### src/rtl/uart_tx_fifo_pkg.sv
// Shared definitions for the buffered UART transmit front-end:
// handshake FSM state encodings and the default FIFO depth.
package uart_tx_fifo_pkg;

    localparam int UART_FIFO_DEPTH_LOG2 = 4;

    typedef enum logic [1:0] {
        IDLE      = 2'd0,
        STROBE    = 2'd1,
        WAIT_BUSY = 2'd2,
        WAIT_DONE = 2'd3
    } tx_state_e;

endpackage

### src/rtl/uart_tx_fifo_sync_fifo.sv
// Circular byte FIFO with separate occupancy counter; a write while full
// is accepted only if a pop happens in the same cycle, otherwise dropped.
module sync_fifo
    import uart_tx_fifo_pkg::*;
#(
    parameter int DEPTH_LOG2 = UART_FIFO_DEPTH_LOG2,
    parameter int DATA_W     = 8
) (
    input  logic                  clk_i,
    input  logic                  rst_i,
    input  logic [DATA_W-1:0]     data_i,
    input  logic                  wr_i,
    input  logic                  pop_i,
    output logic                  full_o,
    output logic                  empty_o,
    output logic [DEPTH_LOG2:0]   count_o,
    output logic                  overflow_o,
    output logic [DATA_W-1:0]     head_o
);

    localparam int                DEPTH     = 1 << DEPTH_LOG2;
    localparam logic [DEPTH_LOG2:0] DEPTH_CNT = (DEPTH_LOG2 + 1)'(DEPTH);

    logic [DATA_W-1:0]     mem_q [DEPTH];
    logic [DEPTH_LOG2-1:0] wr_ptr_q, wr_ptr_d;
    logic [DEPTH_LOG2-1:0] rd_ptr_q, rd_ptr_d;
    logic [DEPTH_LOG2:0]   count_q, count_d;
    logic                  overflow_q, overflow_d;
    logic                  push;

    assign full_o  = (count_q == DEPTH_CNT);
    assign empty_o = (count_q == '0);
    assign push    = wr_i && (!full_o || pop_i);

    // NOTE: every variable gets a default before any branch so no latch is inferred.
    always_comb begin
        wr_ptr_d   = wr_ptr_q;
        rd_ptr_d   = rd_ptr_q;
        count_d    = count_q;
        overflow_d = wr_i && full_o && !pop_i;
        if (push)  wr_ptr_d = wr_ptr_q + 1'b1;
        if (pop_i) rd_ptr_d = rd_ptr_q + 1'b1;
        case ({push, pop_i})
            2'b10:   count_d = count_q + 1'b1;
            2'b01:   count_d = count_q - 1'b1;
            default: count_d = count_q;
        endcase
    end

    // NOTE: sequential state uses non-blocking assignments only.
    always_ff @(posedge clk_i) begin
        if (rst_i) begin
            wr_ptr_q   <= '0;
            rd_ptr_q   <= '0;
            count_q    <= '0;
            overflow_q <= 1'b0;
        end else begin
            wr_ptr_q   <= wr_ptr_d;
            rd_ptr_q   <= rd_ptr_d;
            count_q    <= count_d;
            overflow_q <= overflow_d;
        end
    end

    // NOTE: the storage array is not reset; pointers and count define which entries are valid.
    always_ff @(posedge clk_i) begin
        if (push) mem_q[wr_ptr_q] <= data_i;
    end

    assign count_o    = count_q;
    assign overflow_o = overflow_q;
    assign head_o     = mem_q[rd_ptr_q];

endmodule

### src/rtl/uart_tx_fifo.sv
// Buffered transmit front-end: queues host bytes and feeds uart_tx through a
// strobe/busy handshake, popping a byte only once the transmitter shows busy.
module uart_tx_fifo
    import uart_tx_fifo_pkg::*;
#(
    parameter int DEPTH_LOG2   = UART_FIFO_DEPTH_LOG2,
    parameter int DATA_W       = 8,
    parameter int BUSY_TIMEOUT = 15
) (
    input  logic                clk_i,
    input  logic                rst_i,
    input  logic [DATA_W-1:0]   data_i,
    input  logic                wr_i,
    output logic                full_o,
    output logic                empty_o,
    output logic [DEPTH_LOG2:0] count_o,
    output logic                overflow_o,
    output logic                retry_o,
    output logic [DATA_W-1:0]   tx_data_o,
    output logic                tx_wr_o,
    input  logic                tx_busy_i
);

    localparam int              TO_W   = $clog2(BUSY_TIMEOUT + 1);
    localparam logic [TO_W-1:0] TO_MAX = TO_W'(BUSY_TIMEOUT);

    tx_state_e       state_q, state_d;
    logic [TO_W-1:0] to_cnt_q, to_cnt_d, to_cnt_inc;
    logic            tx_wr_q, tx_wr_d;
    logic            retry_q, retry_d;
    logic            pop;
    logic            timeout_hit;

    sync_fifo #(
        .DEPTH_LOG2 (DEPTH_LOG2),
        .DATA_W     (DATA_W)
    ) u_fifo (
        .clk_i      (clk_i),
        .rst_i      (rst_i),
        .data_i     (data_i),
        .wr_i       (wr_i),
        .pop_i      (pop),
        .full_o     (full_o),
        .empty_o    (empty_o),
        .count_o    (count_o),
        .overflow_o (overflow_o),
        .head_o     (tx_data_o)
    );

    // Saturating increment; the timeout fires on the edge the count reaches BUSY_TIMEOUT.
    assign to_cnt_inc  = (to_cnt_q == TO_MAX) ? to_cnt_q : to_cnt_q + 1'b1;
    assign timeout_hit = (to_cnt_inc == TO_MAX);

    always_ff @(posedge clk_i) begin
        if (rst_i) begin
            state_q  <= IDLE;
            to_cnt_q <= '0;
            tx_wr_q  <= 1'b0;
            retry_q  <= 1'b0;
        end else begin
            state_q  <= state_d;
            to_cnt_q <= to_cnt_d;
            tx_wr_q  <= tx_wr_d;
            retry_q  <= retry_d;
        end
    end

    always_comb begin
        state_d = state_q;
        unique case (state_q)
            IDLE:      if (!empty_o && !tx_busy_i) state_d = STROBE;
            STROBE:    state_d = WAIT_BUSY;
            WAIT_BUSY: begin
                if (tx_busy_i)        state_d = WAIT_DONE;
                else if (timeout_hit) state_d = IDLE;
            end
            WAIT_DONE: if (!tx_busy_i) state_d = IDLE;
        endcase
    end

    // Registered strobe follows the state, so it is high exactly while in STROBE.
    always_comb begin
        pop      = 1'b0;
        to_cnt_d = to_cnt_q;
        retry_d  = 1'b0;
        tx_wr_d  = (state_d == STROBE);
        unique case (state_q)
            STROBE:    to_cnt_d = '0;
            WAIT_BUSY: begin
                if (tx_busy_i) begin
                    pop = 1'b1;
                end else begin
                    to_cnt_d = to_cnt_inc;
                    retry_d  = timeout_hit;
                end
            end
            default: ;
        endcase
    end

    assign tx_wr_o = tx_wr_q;
    assign retry_o = retry_q;

endmodule

### config.mk
export PLATFORM = sky130hd
export DESIGN_NAME = uart_tx_fifo
export DESIGN_NICKNAME = d
export VERILOG_FILES = /design/src/rtl/uart_tx_fifo_pkg.sv /design/src/rtl/uart_tx_fifo_sync_fifo.sv /design/src/rtl/uart_tx_fifo.sv
export SDC_FILE = /design/constraint.sdc
export NUM_CORES = 1
export LEC_CHECK = 0
export CAP_MARGIN = 20
export CORE_ASPECT_RATIO = 1.4
export CORE_UTILIZATION = 56
export DETAILED_ROUTE_END_ITERATION = 6
export GPL_TIMING_DRIVEN = 1
export HOLD_SLACK_MARGIN = 0.1
export PLACE_DENSITY_LB_ADDON = 0.05
export SLEW_MARGIN = 30
export SYNTH_ARGS = -nofsm -noshare
export SYNTH_HDL_FRONTEND = slang
export SYNTH_SLANG_ARGS = --single-unit
### constraint.sdc
create_clock -name clk_i -period 4.1 [get_ports clk_i]
set_clock_uncertainty 0.1 [all_clocks]
set_input_delay 0.82 -clock clk_i [delete_from_list [all_inputs] [get_ports clk_i]]
set_output_delay 0.82 -clock clk_i [all_outputs]
set_load 0.01 [all_outputs]
==> run metrics, run 1 <==
setup tns final=0 ns; Seq/Total Area, Yosys=70.4%; number of global-route vias before repair=3,341; Mapped Area=6200 um2; fin area=7210 um2; crit path kind=reg -> out; Routed WL per cell=20.8 um; via count=3,216; max-slew violation total from the final report=0; crit path launch type=register; drt via density=5.85; antenna diode count=0; Post-Syn Nets=383; Avg Cell Area, Syn=17.2 um2; Worst-Margin Slew=0.703 ns; Worst-Skew Late Latency=0.42 ns; top post-synthesis cells by area=edfxtp_1 (62%), mux4_2 (12%), dfxtp_1 (8.4%); DRT Wirelength=11,400 um; Gate Count Post-Synth=360; post_cts resized=0; Leak Pwr=2.34 nW; Core ar.=10,800 um2; Yosys Warn Count=0; leading area contributor after synthesis=edfxtp_1; Max Cap Violations=0; crit path max fanout=23; most used routing layer=met2; Detailed Routing Iterations Pass 1=5; Row Count=45; Initial Utilization=57.3%; clock slew seen by the registers of the worst setup and hold paths=0.06 ns; Die Y=126 um; Arr. time, crit path=2.72 ns; antenna violations before repair=0; Die Width=90.9 um; fillers=762; CP cell instances=buf_12 > mux4_2 > a22oi_1 > nand2_1 > clkdlybuf4s50_1; Hold Path Class=reg -> reg; synthesis-stage register bit count=154; grt total ovfl=0; Final Hold Viols=0; GRT Total Usage=21.8%; Hold Buf Count CTS=0; gpl congestion=0.739; GRT met3 Usage=4.50%; first-pass GRT wire length=17,900 um; Die Footprint=11,500 um2; placed cell area=6650 um2; post-detailed-route DRC marker count=0; CTS H-Tree Depth=4; IO Port Bufs=29; worst vdd ir=360 uV; CTS Buffer Depth=2; Pwr per Cell Area=523 nW/um2; Top delay family on crit path=buffers and inverters; worst path required time=3.18 ns; RSZ-0062 raised after global routing=false; fin crit share=88.9%; Most used DFF post-synth=edfxtp_1; initial detailed-routing violation count=200; Buf/Inv on CP=2; endpoint class of the critical path=primary output; Post-synth top cells=edfxtp_1 (128), mux4_2 (32), dfxtp_1 (26); CTS Buf Count=17; Clock Sinks=154; Slew headroom=53.0%; met1 Usage GRT=26.4%; Cell variety after synth=47; fin crit period=3.64 ns; CTS tree=done; fraction of layout cells with a size suffix above 1=19.3%; I/O pins=30; most frequent cell after synthesis=edfxtp_1; final setup vio count=0; f_max=274 MHz; antenna-violating nets left=0; largest net degree at the start of global routing=33; setup bufs post-CTS=0; Slowest cell on crit path=dfxtp_2; ys async rst share=0%; Post-synth EDFFs=128; met2 global-route usage=37.6%; Total Power=3.77 mW; nets=419; CP max stage delay=0.57 ns; P&R area growth vs syn=16.3%; status=completed; Synth top area share=62.0%; clk root buf=clkbuf_16; Post-DP HPWL=7530 um
-- cell type report --
| type | instances | area (um2) | share of cell area (%) |
|---|---|---|---|
| inverters | 10 | 37.5 | 0.521 |
| multi-input cells | 179 | 1730 | 23.9 |
| clock inverters | 15 | 139 | 1.93 |
| repair buffers | 34 | 340 | 4.72 |
| clock buffers | 17 | 425 | 5.90 |
| flip-flops and latches | 154 | 4370 | 60.6 |
| well taps | 141 | 176 | 2.45 |
-- report_power, final --
part           leakage, nW  total [mW]  internal, mW  switching (mW)
clock                0.265        1.48         0.844           0.640
sequential            1.37        1.80          1.74          0.0573
combinational        0.708       0.485         0.256           0.228
-- registers in the layout, summed over array words and instances (netlist names), named ones only --
register and flops:
u_fifo.overflow_o 1, u_fifo.wr_ptr_q 4, u_fifo.mem_q 128, to_cnt_q 4
u_fifo.count_o 5, u_fifo.rd_ptr_q 4, retry_o 1, state_q 2
tx_wr_o 1
-- metal layers --
metal	routed length [um]	vias up	part of all wire, %
met5	0	-	0
met4	260	0	2.3
met3	407	18	3.6
met2	6200	78	54
met1	4560	1627	40
li1	-	1493	-
-- worst paths after layout --
| path | slack, ns | start | endpoint | depth (start not counted) |
|---|---|---|---|---|
| setup / recovery | 0.46 | register | tx_data_o[6] | 5 |
| hold / removal | 0.41 | u_fifo.wr_ptr_q[1] | u_fifo.wr_ptr_q[1] | 2 |
| setup reg to reg | 0.91 | u_fifo.count_o[0] | u_fifo.count_o[4] | 9 |
| hold reg to reg | 0.41 | u_fifo.wr_ptr_q[1] | u_fifo.wr_ptr_q[1] | 2 |
-- logic make-up after synthesis --
group                    Yosys count  share of synthesized area (%)
AO/OA/AOI/OAI                     40                           4.66
XOR/XNOR                           7                          0.989
adder cells (fa/ha/maj)           11                           2.34
buffers and inverters             27                           1.76
flip-flops                       154                           70.4
multiplexers                      34                           12.0
AND/OR/NAND/NOR                   87                           7.87
-- worst min-delay path: stages (launching register included) --
cell,delay (ns)
dfxtp_1,0.34
nand2_1,0.07
a21oi_1,0.06
-- through the flow --
stage | instances | utilization, % | setup WS [ns] | hold slack (ns)
2_1_floorplan | 360 | - | 0.884 | 0.374
3_3_place_gp | 518 | 61.5 | 0.420 | 0.400
3_5_place_dp | 518 | 61.5 | 0.332 | 0.407
4_1_cts | 550 | 66.7 | 0.403 | 0.416
5_1_grt | 550 | 66.7 | 0.341 | 0.453
6_report | 550 | 66.7 | 0.457 | 0.413
-- layout by cell type (no fill, tap or decap), types with 3 or more instances in the layout --
master and instances:
clkdlybuf4s50_1 29, nor3_1 3, inv_1 10, clkinvlp_4 4, buf_4 4, a21oi_1 12
inv_6 6, a22oi_1 16, xor2_1 4, mux4_2 32, dfxtp_1 25, edfxtp_1 128
nor2_1 23, ha_1 10, xnor2_1 3, and2_1 17, clkbuf_16 17, nand2_1 17
nand3_1 5, o21ai_0 3
No activity file was read; power rests on OpenSTA's default activity.
==> run 2: changes to the inputs <==
--- a/config.mk
+++ b/config.mk
@@ -9,7 +9,6 @@
 export CORE_ASPECT_RATIO = 1.4
 export CORE_UTILIZATION = 56
 export DETAILED_ROUTE_END_ITERATION = 6
-export GPL_TIMING_DRIVEN = 1
 export HOLD_SLACK_MARGIN = 0.1
 export PLACE_DENSITY_LB_ADDON = 0.05
 export SLEW_MARGIN = 30
==> results of run 2 <==
No change in the layout: final DEF, timing and power equal those of run 1.
==> run 3: changes to the inputs <==
--- a/config.mk
+++ b/config.mk
@@ -6,7 +6,7 @@
 export NUM_CORES = 1
 export LEC_CHECK = 0
 export CAP_MARGIN = 20
-export CORE_ASPECT_RATIO = 1.4
+export CORE_ASPECT_RATIO = 0.6
 export CORE_UTILIZATION = 56
 export DETAILED_ROUTE_END_ITERATION = 6
 export HOLD_SLACK_MARGIN = 0.1
==> run 3 against run 2 <==
Effect of this change:
- sequential share of layout area down 0.28 points
- flip-flop and latch count unchanged
- fmax up 5.8%
- first-iteration DRC count up 48%
- die area about the same
- clock power up 7%
- setup slack better by 0.20 ns
- largest power group unchanged
- highest routed layer unchanged
- cell count down 0.36%
- core utilization up 1.2 points
- wire length up 8.7%
==> run metrics, run 3 (synthesis results as in run 1) <==
status=completed; crit path kind=reg -> out; nets=419 (unchanged); clk root buf=clkbuf_16; Hold Slack=0.410 ns (-0.00295 ns); first-pass GRT wire length=19,100 um (+7.0%); Max Cap Violations=0 (unchanged); f_max=290 MHz (+5.8%); RSZ-0062 raised after global routing=false; R2R cell count=9 (unchanged); Detailed Routing Iterations Pass 1=5 (unchanged); Hold Path Stages=2 (unchanged); final setup vio count=0 (unchanged); post-detailed-route DRC marker count=0 (unchanged); Die Width=138 um (+52%); placed cell area=6640 um2 (about the same); setup bufs post-CTS=0 (unchanged); Hold Startpoint=to_cnt_q[1]; initial detailed-routing violation count=296 (+48%); Worst-Skew Late Latency=0.42 ns (about the same); commonest non-fill, non-tap cell in the layout=edfxtp_1; max-slew violation total from the final report=0 (unchanged); r2r setup slk=0.89 ns (-0.02 ns); Hold Buf Count CTS=0 (unchanged); Worst-Margin Slew=0.885 ns (+0.182 ns); worst path required time=3.18 ns (about the same); Slew headroom=40.8% (-12 points); largest net degree at the start of global routing=33 (unchanged); CTS Buf Count=17 (unchanged); P&R area growth vs syn=16.9%; fin crit share=84.0% (-4.8 points); crit path launch type=register; Hold Path Class=reg -> reg; gpl congestion=0.789 (+6.8%); antenna-violating nets left=0 (unchanged); Arr. time, crit path=2.52 ns (-0.20 ns); Clock Sinks=154 (unchanged); met2 global-route usage=32.4% (-5.2 points); met1 Usage GRT=39.1% (+13 points); post_cts resized=0 (unchanged); antenna violations before repair=0 (unchanged); max reg flops=128 (unchanged); GRT Total Usage=24.0% (+2.2 points); IO Port Bufs=29 (unchanged); Row Count=29 (-36%); setup tns final=0 ns (unchanged); Biggest register=u_fifo.mem_q; fin area=7240 um2 (+0.47%); R2R Path End=u_fifo.count_o[4]; Die Y=83.5 um (-34%); DRT Wirelength=12,400 um (+8.7%); I/O pins=30 (unchanged); via count=3,340 (+3.9%); Die Footprint=11,500 um2 (about the same); worst vdd ir=376 uV (+4.4%); most frequent cells in the layout=edfxtp_1 (128), mux4_2 (32), clkdlybuf4s50_1 (29); grt total ovfl=0 (unchanged); crit path max fanout=32 (+39%); Pwr per Cell Area=537 nW/um2 (+2.7%); Initial Utilization=58.1% (+0.77 points); clock slew seen by the registers of the worst setup and hold paths=0.06 ns (about the same); number of global-route vias before repair=3,281 (-1.8%); Total Power=3.89 mW (+3.2%); Routed WL per cell=22.7 um (+9.1%); Leak Pwr=2.36 nW (+0.98%); Final Hold Viols=0 (unchanged); Worst Hold Path EP=to_cnt_q[1]; fin crit period=3.44 ns (-0.199 ns); CTS Buffer Depth=2 (unchanged); endpoint class of the critical path=primary output; GRT met3 Usage=5.04% (+0.54 points); Post-DP HPWL=7570 um (+0.62%); CTS H-Tree Depth=4 (unchanged); CTS tree=done; most used routing layer=met1; drt via density=6.09 (+4.2%); fillers=734 (-3.7%); fraction of layout cells with a size suffix above 1=18.8% (-0.49 points); reg2reg start=u_fifo.count_o[0]; Core ar.=10,700 um2 (-1.3%); antenna diode count=0 (unchanged)
## run 3: worst max-delay path by stage
stage,startpoint,to
floorplan,tx_busy_i,u_fifo.count_o[4]
finish,register,tx_data_o[7]
detailed placement,tx_busy_i,u_fifo.count_o[4]
global placement,tx_busy_i,u_fifo.count_o[4]
CTS,register,tx_data_o[7]
global route,register,tx_data_o[2]
## run 3: cell type report
class	count	area [um2]	area share, %
clock buffers	18	429	5.93
clock inverters	14	171	2.37
inverters	10	37.5	0.518
multi-input cells	179	1730	23.8
flip-flops and latches	154	4370	60.3
well taps	139	174	2.40
repair buffers	34	340	4.70
## run 3: metal layers
layer / routed length [um] / part of all wire, %
met3: 756 / 6.1
met1: 6250 / 50
met4: 142 / 1.1
met2: 5270 / 42
met5: 0 / 0
## run 3: worst max-delay path, stage by stage (launching register included)
cell             delay, ns
dfxtp_2               0.34
buf_12                0.26
mux4_2                0.55
a22oi_1               0.32
nand2_1               0.13
clkdlybuf4s50_1       0.50
## run 3: where the power goes
part / internal [mW] / total (mW) / switching (mW)
Combinational: 0.256 / 0.507 / 0.251
Clock: 0.961 / 1.59 / 0.630
Sequential: 1.74 / 1.79 / 0.0491
Total: 2.96 / 3.89 / 0.930
## run 3: through the flow
stage / worst slack (ns) / utilization (%) / instances
6_report: 0.656 / 67.9 / 548
2_1_floorplan: 0.884 / - / 360
4_1_cts: 0.652 / 67.9 / 548
3_3_place_gp: 0.387 / 62.3 / 516
5_1_grt: 0.543 / 67.9 / 548
3_5_place_dp: 0.357 / 62.3 / 516
